### src/rtl/uart_frame_rx.sv
// uart_frame_rx: 11-symbol UART deframer with optional even parity, 7/8-bit data,
// fill/stop checking, sampled mid-symbol on an OVS x baud strobe.
module uart_frame_rx #(
  parameter int OVS = 16
) (
  input  logic       clk,
  input  logic       rst,
  input  logic       i_rx_in,
  input  logic       i_sample_tick,
  input  logic       i_sw0,
  input  logic       i_sw1,
  output logic [7:0] o_rx_data,
  output logic       o_rx_valid,
  output logic       o_parity_err,
  output logic       o_frame_err,
  output logic       o_busy
);
  localparam int TW = $clog2(OVS);
  typedef enum logic [2:0] {IDLE, START, SHIFT, STOP, WAIT_HIGH} state_t;
  state_t      r_state;
  logic        r_sync1, r_sync2;
  logic [TW-1:0] r_tick;
  logic [3:0]  r_sym;
  logic [7:0]  r_shift;
  logic        r_par_acc, r_w8, r_pon, r_perr_p, r_ferr_p;
  logic        w_mid, w_last, w_is_data, w_is_par, w_is_fill;
  logic [3:0]  w_nd;
  assign w_mid     = r_tick == TW'(OVS / 2 - 1);
  assign w_last    = r_tick == TW'(OVS - 1);
  assign w_nd      = r_w8 ? 4'd8 : 4'd7;
  assign w_is_data = r_sym <= w_nd;
  assign w_is_par  = r_sym == w_nd + 4'd1;
  assign w_is_fill = !r_w8 && r_sym == 4'd9;
  // r_sync2 is the synchronized line; everything downstream looks only at it
  always_ff @(posedge clk) begin
    if (rst) begin
      r_state      <= IDLE;
      r_sync1      <= 1'b1;
      r_sync2      <= 1'b1;
      r_tick       <= '0;
      r_sym        <= '0;
      r_shift      <= '0;
      r_par_acc    <= 1'b0;
      r_w8         <= 1'b0;
      r_pon        <= 1'b0;
      r_perr_p     <= 1'b0;
      r_ferr_p     <= 1'b0;
      o_rx_data    <= '0;
      o_rx_valid   <= 1'b0;
      o_parity_err <= 1'b0;
      o_frame_err  <= 1'b0;
      o_busy       <= 1'b0;
    end else begin
      r_sync1    <= i_rx_in;
      r_sync2    <= r_sync1;
      o_rx_valid <= 1'b0;
      case (r_state)
        IDLE: if (!r_sync2) begin
          r_state <= START;
          o_busy  <= 1'b1;
          r_tick  <= '0;
          r_w8    <= i_sw1;
          r_pon   <= i_sw0;
        end
        START: if (i_sample_tick) begin
          r_tick <= r_tick + TW'(1);
          if (w_mid) begin
            r_tick <= '0;
            if (r_sync2) begin
              r_state <= IDLE;
              o_busy  <= 1'b0;
            end else begin
              r_state   <= SHIFT;
              r_sym     <= 4'd1;
              r_shift   <= '0;
              r_par_acc <= 1'b0;
              r_perr_p  <= 1'b0;
              r_ferr_p  <= 1'b0;
            end
          end
        end
        SHIFT: if (i_sample_tick) begin
          r_tick <= r_tick + TW'(1);
          if (w_last) begin
            r_sym <= r_sym + 4'd1;
            if (w_is_data) begin
              r_shift   <= {r_shift[6:0], r_sync2};
              r_par_acc <= r_par_acc ^ r_sync2;
            end
            if (w_is_par && r_pon && r_sync2 != r_par_acc) r_perr_p <= 1'b1;
            if (w_is_fill && !r_sync2) r_ferr_p <= 1'b1;
            if (r_sym == 4'd9) begin
              r_state <= STOP;
              r_tick  <= '0;
            end
          end
        end
        STOP: if (i_sample_tick) begin
          r_tick <= r_tick + TW'(1);
          if (w_last) begin
            o_rx_valid   <= 1'b1;
            o_rx_data    <= r_w8 ? r_shift : {1'b0, r_shift[6:0]};
            o_parity_err <= r_perr_p;
            o_frame_err  <= r_ferr_p | !r_sync2;
            r_tick       <= '0;
            r_state      <= r_sync2 ? IDLE : WAIT_HIGH;
            o_busy       <= !r_sync2;
          end
        end
        WAIT_HIGH: if (i_sample_tick && r_sync2) begin
          r_state <= IDLE;
          r_tick  <= '0;
          o_busy  <= 1'b0;
        end
        default: r_state <= IDLE;
      endcase
    end
  end
endmodule

### config.mk
export PLATFORM = sky130hd
export DESIGN_NAME = uart_frame_rx
export DESIGN_NICKNAME = d
export VERILOG_FILES = /design/src/rtl/uart_frame_rx.sv
export SDC_FILE = /design/constraint.sdc
export NUM_CORES = 1
export LEC_CHECK = 0
export CAP_MARGIN = 10
export CELL_PAD_IN_SITES_DETAIL_PLACEMENT = 1
export CELL_PAD_IN_SITES_GLOBAL_PLACEMENT = 2
export CORE_MARGIN = 2
export CORE_UTILIZATION = 34
export DETAILED_ROUTE_END_ITERATION = 16
export PLACE_DENSITY_LB_ADDON = 0.05
export SYNTH_ARGS = -nofsm -noshare
export SYNTH_HDL_FRONTEND = slang
export SYNTH_SLANG_ARGS = --single-unit
### constraint.sdc
create_clock -name clk -period 2.5 [get_ports clk]
set_input_delay 0.5 -clock clk [delete_from_list [all_inputs] [get_ports clk]]
set_output_delay 0.5 -clock clk [all_outputs]
set_load 0.01 [all_outputs]
==> reports/qor.json <==
{
  "outcome": {
    "status": "completed"
  },
  "min_path": {
    "timing.hold.worst.start": "r_sync1$_SDFF_PP1_",
    "min_delay_worst_endpoint": "r_sync2$_SDFF_PP1_",
    "hold_path_cell_cnt": 1,
    "min-delay-path-class": "reg2reg"
  },
  "worst_setup_path": {
    "cp-start-kind": "input port",
    "r2r_setup_slack_ns": 0.49,
    "crit_path_end_kind": "flip-flop",
    "rr_worst_depth": 6,
    "critical_path_required_ns": 2.70,
    "worst-endpoint-arrival_ns": 2.35,
    "critical_path.reg2reg.startpoint": "r_tick[0]$_SDFFE_PP0P_",
    "cp.buffers_inverters": 1,
    "crit_path_max_fanout": 7,
    "critical_path_max_stage_delay_ns": 0.56,
    "critPathSlowestCell": "clkdlybuf4s50_1",
    "worst_setup_path_startpoint": "i_sample_tick",
    "critical_path_class": "in2reg",
    "crit_path_leading_delay_family": "simple AND/OR/NAND/NOR gates",
    "timing.critical_path.cells": "clkdlybuf4s50_1 > and4_1 > a32o_1 > nand3_1 > or3_1 > a21oi_1",
    "worst_r2r_endpoint": "r_par_acc$_SDFFE_PP0P_"
  },
  "synth": {
    "synth_seq_cells": 38,
    "synth.area.top_cells": "dfxtp_1, mux2i_1, nor2_1, ha_1, nand2b_1",
    "syn_avg_cell_area_um2": 8.916,
    "post_synthesis_cell_area_um2": 1837,
    "synth.top_cells.by_count": "dfxtp_1, nor2_1, mux2i_1",
    "synth_area_leader_cell": "dfxtp_1",
    "synth.yosys.seq_area_share_pct": 41.42,
    "synthesis.instances": 206,
    "most_used_standard_cell_by_instance_count_after_synthesis": "dfxtp_1",
    "yosysWarningCount": 0,
    "async_flop_share_pct": 0,
    "synth.net_count": 219,
    "synth.lib_cells_used.distinct": 44,
    "yosysTopAreaCellShare_pct": 41.42,
    "number_of_synthesized_flops_with_an_enable_pin": 0,
    "synth_flop_cell": "dfxtp_1"
  },
  "global_routing": {
    "grt_first_pass_wirelength_um": 7631,
    "grt_antenna_before_repair": 0,
    "global_route.overflow_total": 0,
    "grt_pass1_vias": 1651,
    "grt_use_total_pct": 15.64,
    "grt_max_degree": 19
  },
  "route": {
    "detail_route.vias_per_cell": 5.203,
    "antenna_violating_nets_left": 0,
    "finalWirelength_um": 4363,
    "drc": 0,
    "drt_pre_antenna_iters": 4,
    "drt_iter0_markers": 36,
    "vias_post_dr": 1540,
    "wl_per_cell_um": 14.74
  },
  "sta": {
    "fmax_mhz": 466.3,
    "setup_viol_count_final": 0,
    "finalCritPeriodShare_pct": 85.77,
    "timing_worst_slew_pin_value_ns": 0.7916,
    "final_period_minus_worst_setup_slack_ns": 2.144,
    "final.hold.worst_slack_ns": 0.4205,
    "worst_slew_margin_rel_pct": 46.74,
    "final_critical_path_setup_slack_ns": 0.3557,
    "hold_viol": 0,
    "slew_limit_fails": 0,
    "totalNegativeSetupSlack_ns": 0,
    "worst_setup_skew_after_layout_ns": 0.005288,
    "grt_setup_unrepaired": "no"
  },
  "layout": {
    "instances_no_fill": 296,
    "antenna-diode-count": 0,
    "multi_input_comb_area_um2": 1002,
    "finalNetCount": 238,
    "flow.area_growth_from_synthesis_pct": 18.46,
    "fillCellCount": 613,
    "regArea_um2": 760.7,
    "post_route_cells_drive_above_1_share_pct": 9.735
  },
  "floorplanning": {
    "core-area_um2": 5172,
    "fp.dieArea_um2": 6006,
    "initial_utilization_pct": 35.51,
    "io_pins": 18,
    "placement_rows": 26,
    "floorplan.die.width_um": 77.50,
    "die_height_um": 77.50
  },
  "pwr": {
    "power_per_cell_area_nw_per_um2": 507.3,
    "cell_internal_pwr_w": 0.0008614,
    "power.share.combinational_pct": 5.6,
    "seqPwrFrac_pct": 55.9,
    "fin_total_pwr_w": 0.001104,
    "switching_share_pct": 21.96,
    "power_switching_w": 0.0002423,
    "leakage_power_nw": 0.7452,
    "ir_drop_uv": 349.3,
    "power.share.clock_pct": 38.4
  },
  "placement": {
    "post-place-ws_ns": 0.07739,
    "gp_congestion": 0.7624,
    "detailedPlacementHpwl_um": 3279,
    "io_buffer_count": 17,
    "post-place-cells": 288
  },
  "flow_run": {
    "cap_violations": 0
  },
  "cts": {
    "cts_tree": "built",
    "post_cts.resized_instances": 0,
    "cts_made_buffers": 5,
    "insertion_delay_ns": 0.28,
    "tritoncts_num_sinks": 38,
    "htreeDepth": 2,
    "postCtsSetupBuffers": 0,
    "maximum_count_of_clock_buffers_along_a_single_path": 2,
    "cts_hold_buffers": 0,
    "ctsRootBufferMaster": "clkbuf_8",
    "worst_setup_hold_path_clk_slew_ns": 0.07
  }
}
flip-flops by register name, indices dropped and copies added, names as in the netlist, 3 cells and up:
name,flops
o_rx_data,8
r_shift,8
r_sym,4
r_tick,4
r_state,3
through the flow:
stage / utilization [%] / cell area (um^2)
after floorplan: - / 1837
after global routing: 42.07 / 2176
final: 42.07 / 2176
after global placement: 40.30 / 2085
after CTS: 42.07 / 2176
after detailed placement: 40.30 / 2085
metal layers:
layer / wire [um] / vias to the layer above / track usage, %
met3: 108 / 4 / 3.256
met1: 2013 / 758 / 19.24
li1: - / 758 / -
met5: 0 / - / 0
met4: 36 / 0 / 4.286
met2: 2205 / 20 / 27.57
power groups by stage:
stage                     Sequential, W  Clock (W)  Combinational, W
after floorplan                0.000628          0         0.0000416
after global placement         0.000631          0         0.0000607
after detailed placement       0.000631          0         0.0000627
after CTS                      0.000617   0.000445         0.0000629
after global routing           0.000618   0.000473         0.0000691
final                          0.000617   0.000424         0.0000622
cells by family (layout without fill, tap and decap cells):
family	Yosys count	in the layout	synth area share, %
muxes	18	18	9.809
DFF	38	38	41.42
adders and majority gates	7	7	4.768
and+or+nand+nor	86	86	25.07
AOI/OAI and AO/OA	37	37	13.01
buffers and inverters	16	36	4.020
xor gates and xnor gates	4	4	1.907
placed cells by master (no fill, tap or decap), types with 2 or more instances in the layout:
master,instances
o21ai_0,5
o211ai_1,3
inv_1,5
a31oi_1,2
buf_4,6
clkdlybuf4s50_1,17
nand3_1,4
nand3b_1,2
clkbuf_8,6
nand2_1,15
nor2_1,25
or2_2,2
a31o_2,2
nand4_1,2
and2_1,2
xor2_1,4
nor2b_1,5
dfxtp_1,38
ha_1,7
a21oi_1,13
a311oi_1,3
or4_1,2
a22oi_1,2
nand2b_1,11
mux2i_1,18
nor3_1,4
or3_1,3
worst reg2reg max path: cells and delay by family, from the launching register on:
kind / cells / cell delay (ns)
flip-flops: 1 / 0.39
AND/OR/NAND/NOR: 3 / 0.80
AO/OA/AOI/OAI: 2 / 0.49
adder cells (fa/ha/maj): 1 / 0.26
area by class of cell:
cell class / instances / area share, %
flip-flops and latches: 38 / 34.96
multi-input cells: 152 / 46.06
inverters: 5 / 0.8626
well taps: 70 / 4.025
clock inverters: 1 / 0.2300
repair buffers: 23 / 9.891
clock buffers: 7 / 3.968
worst max path at each step:
stage | to | slack (ns) | cells after the start
2_1_floorplan | o_rx_data[3]$_SDFFE_PP0P_ | 0.74 | 8
3_3_place_gp | r_par_acc$_SDFFE_PP0P_ | 0.22 | 6
3_5_place_dp | r_par_acc$_SDFFE_PP0P_ | 0.08 | 6
4_1_cts | r_par_acc$_SDFFE_PP0P_ | 0.37 | 6
5_1_grt | r_tick[3]$_SDFFE_PP0P_ | 0.23 | 6
6_report | r_par_acc$_SDFFE_PP0P_ | 0.36 | 6
(Power assumes the default switching activity.)
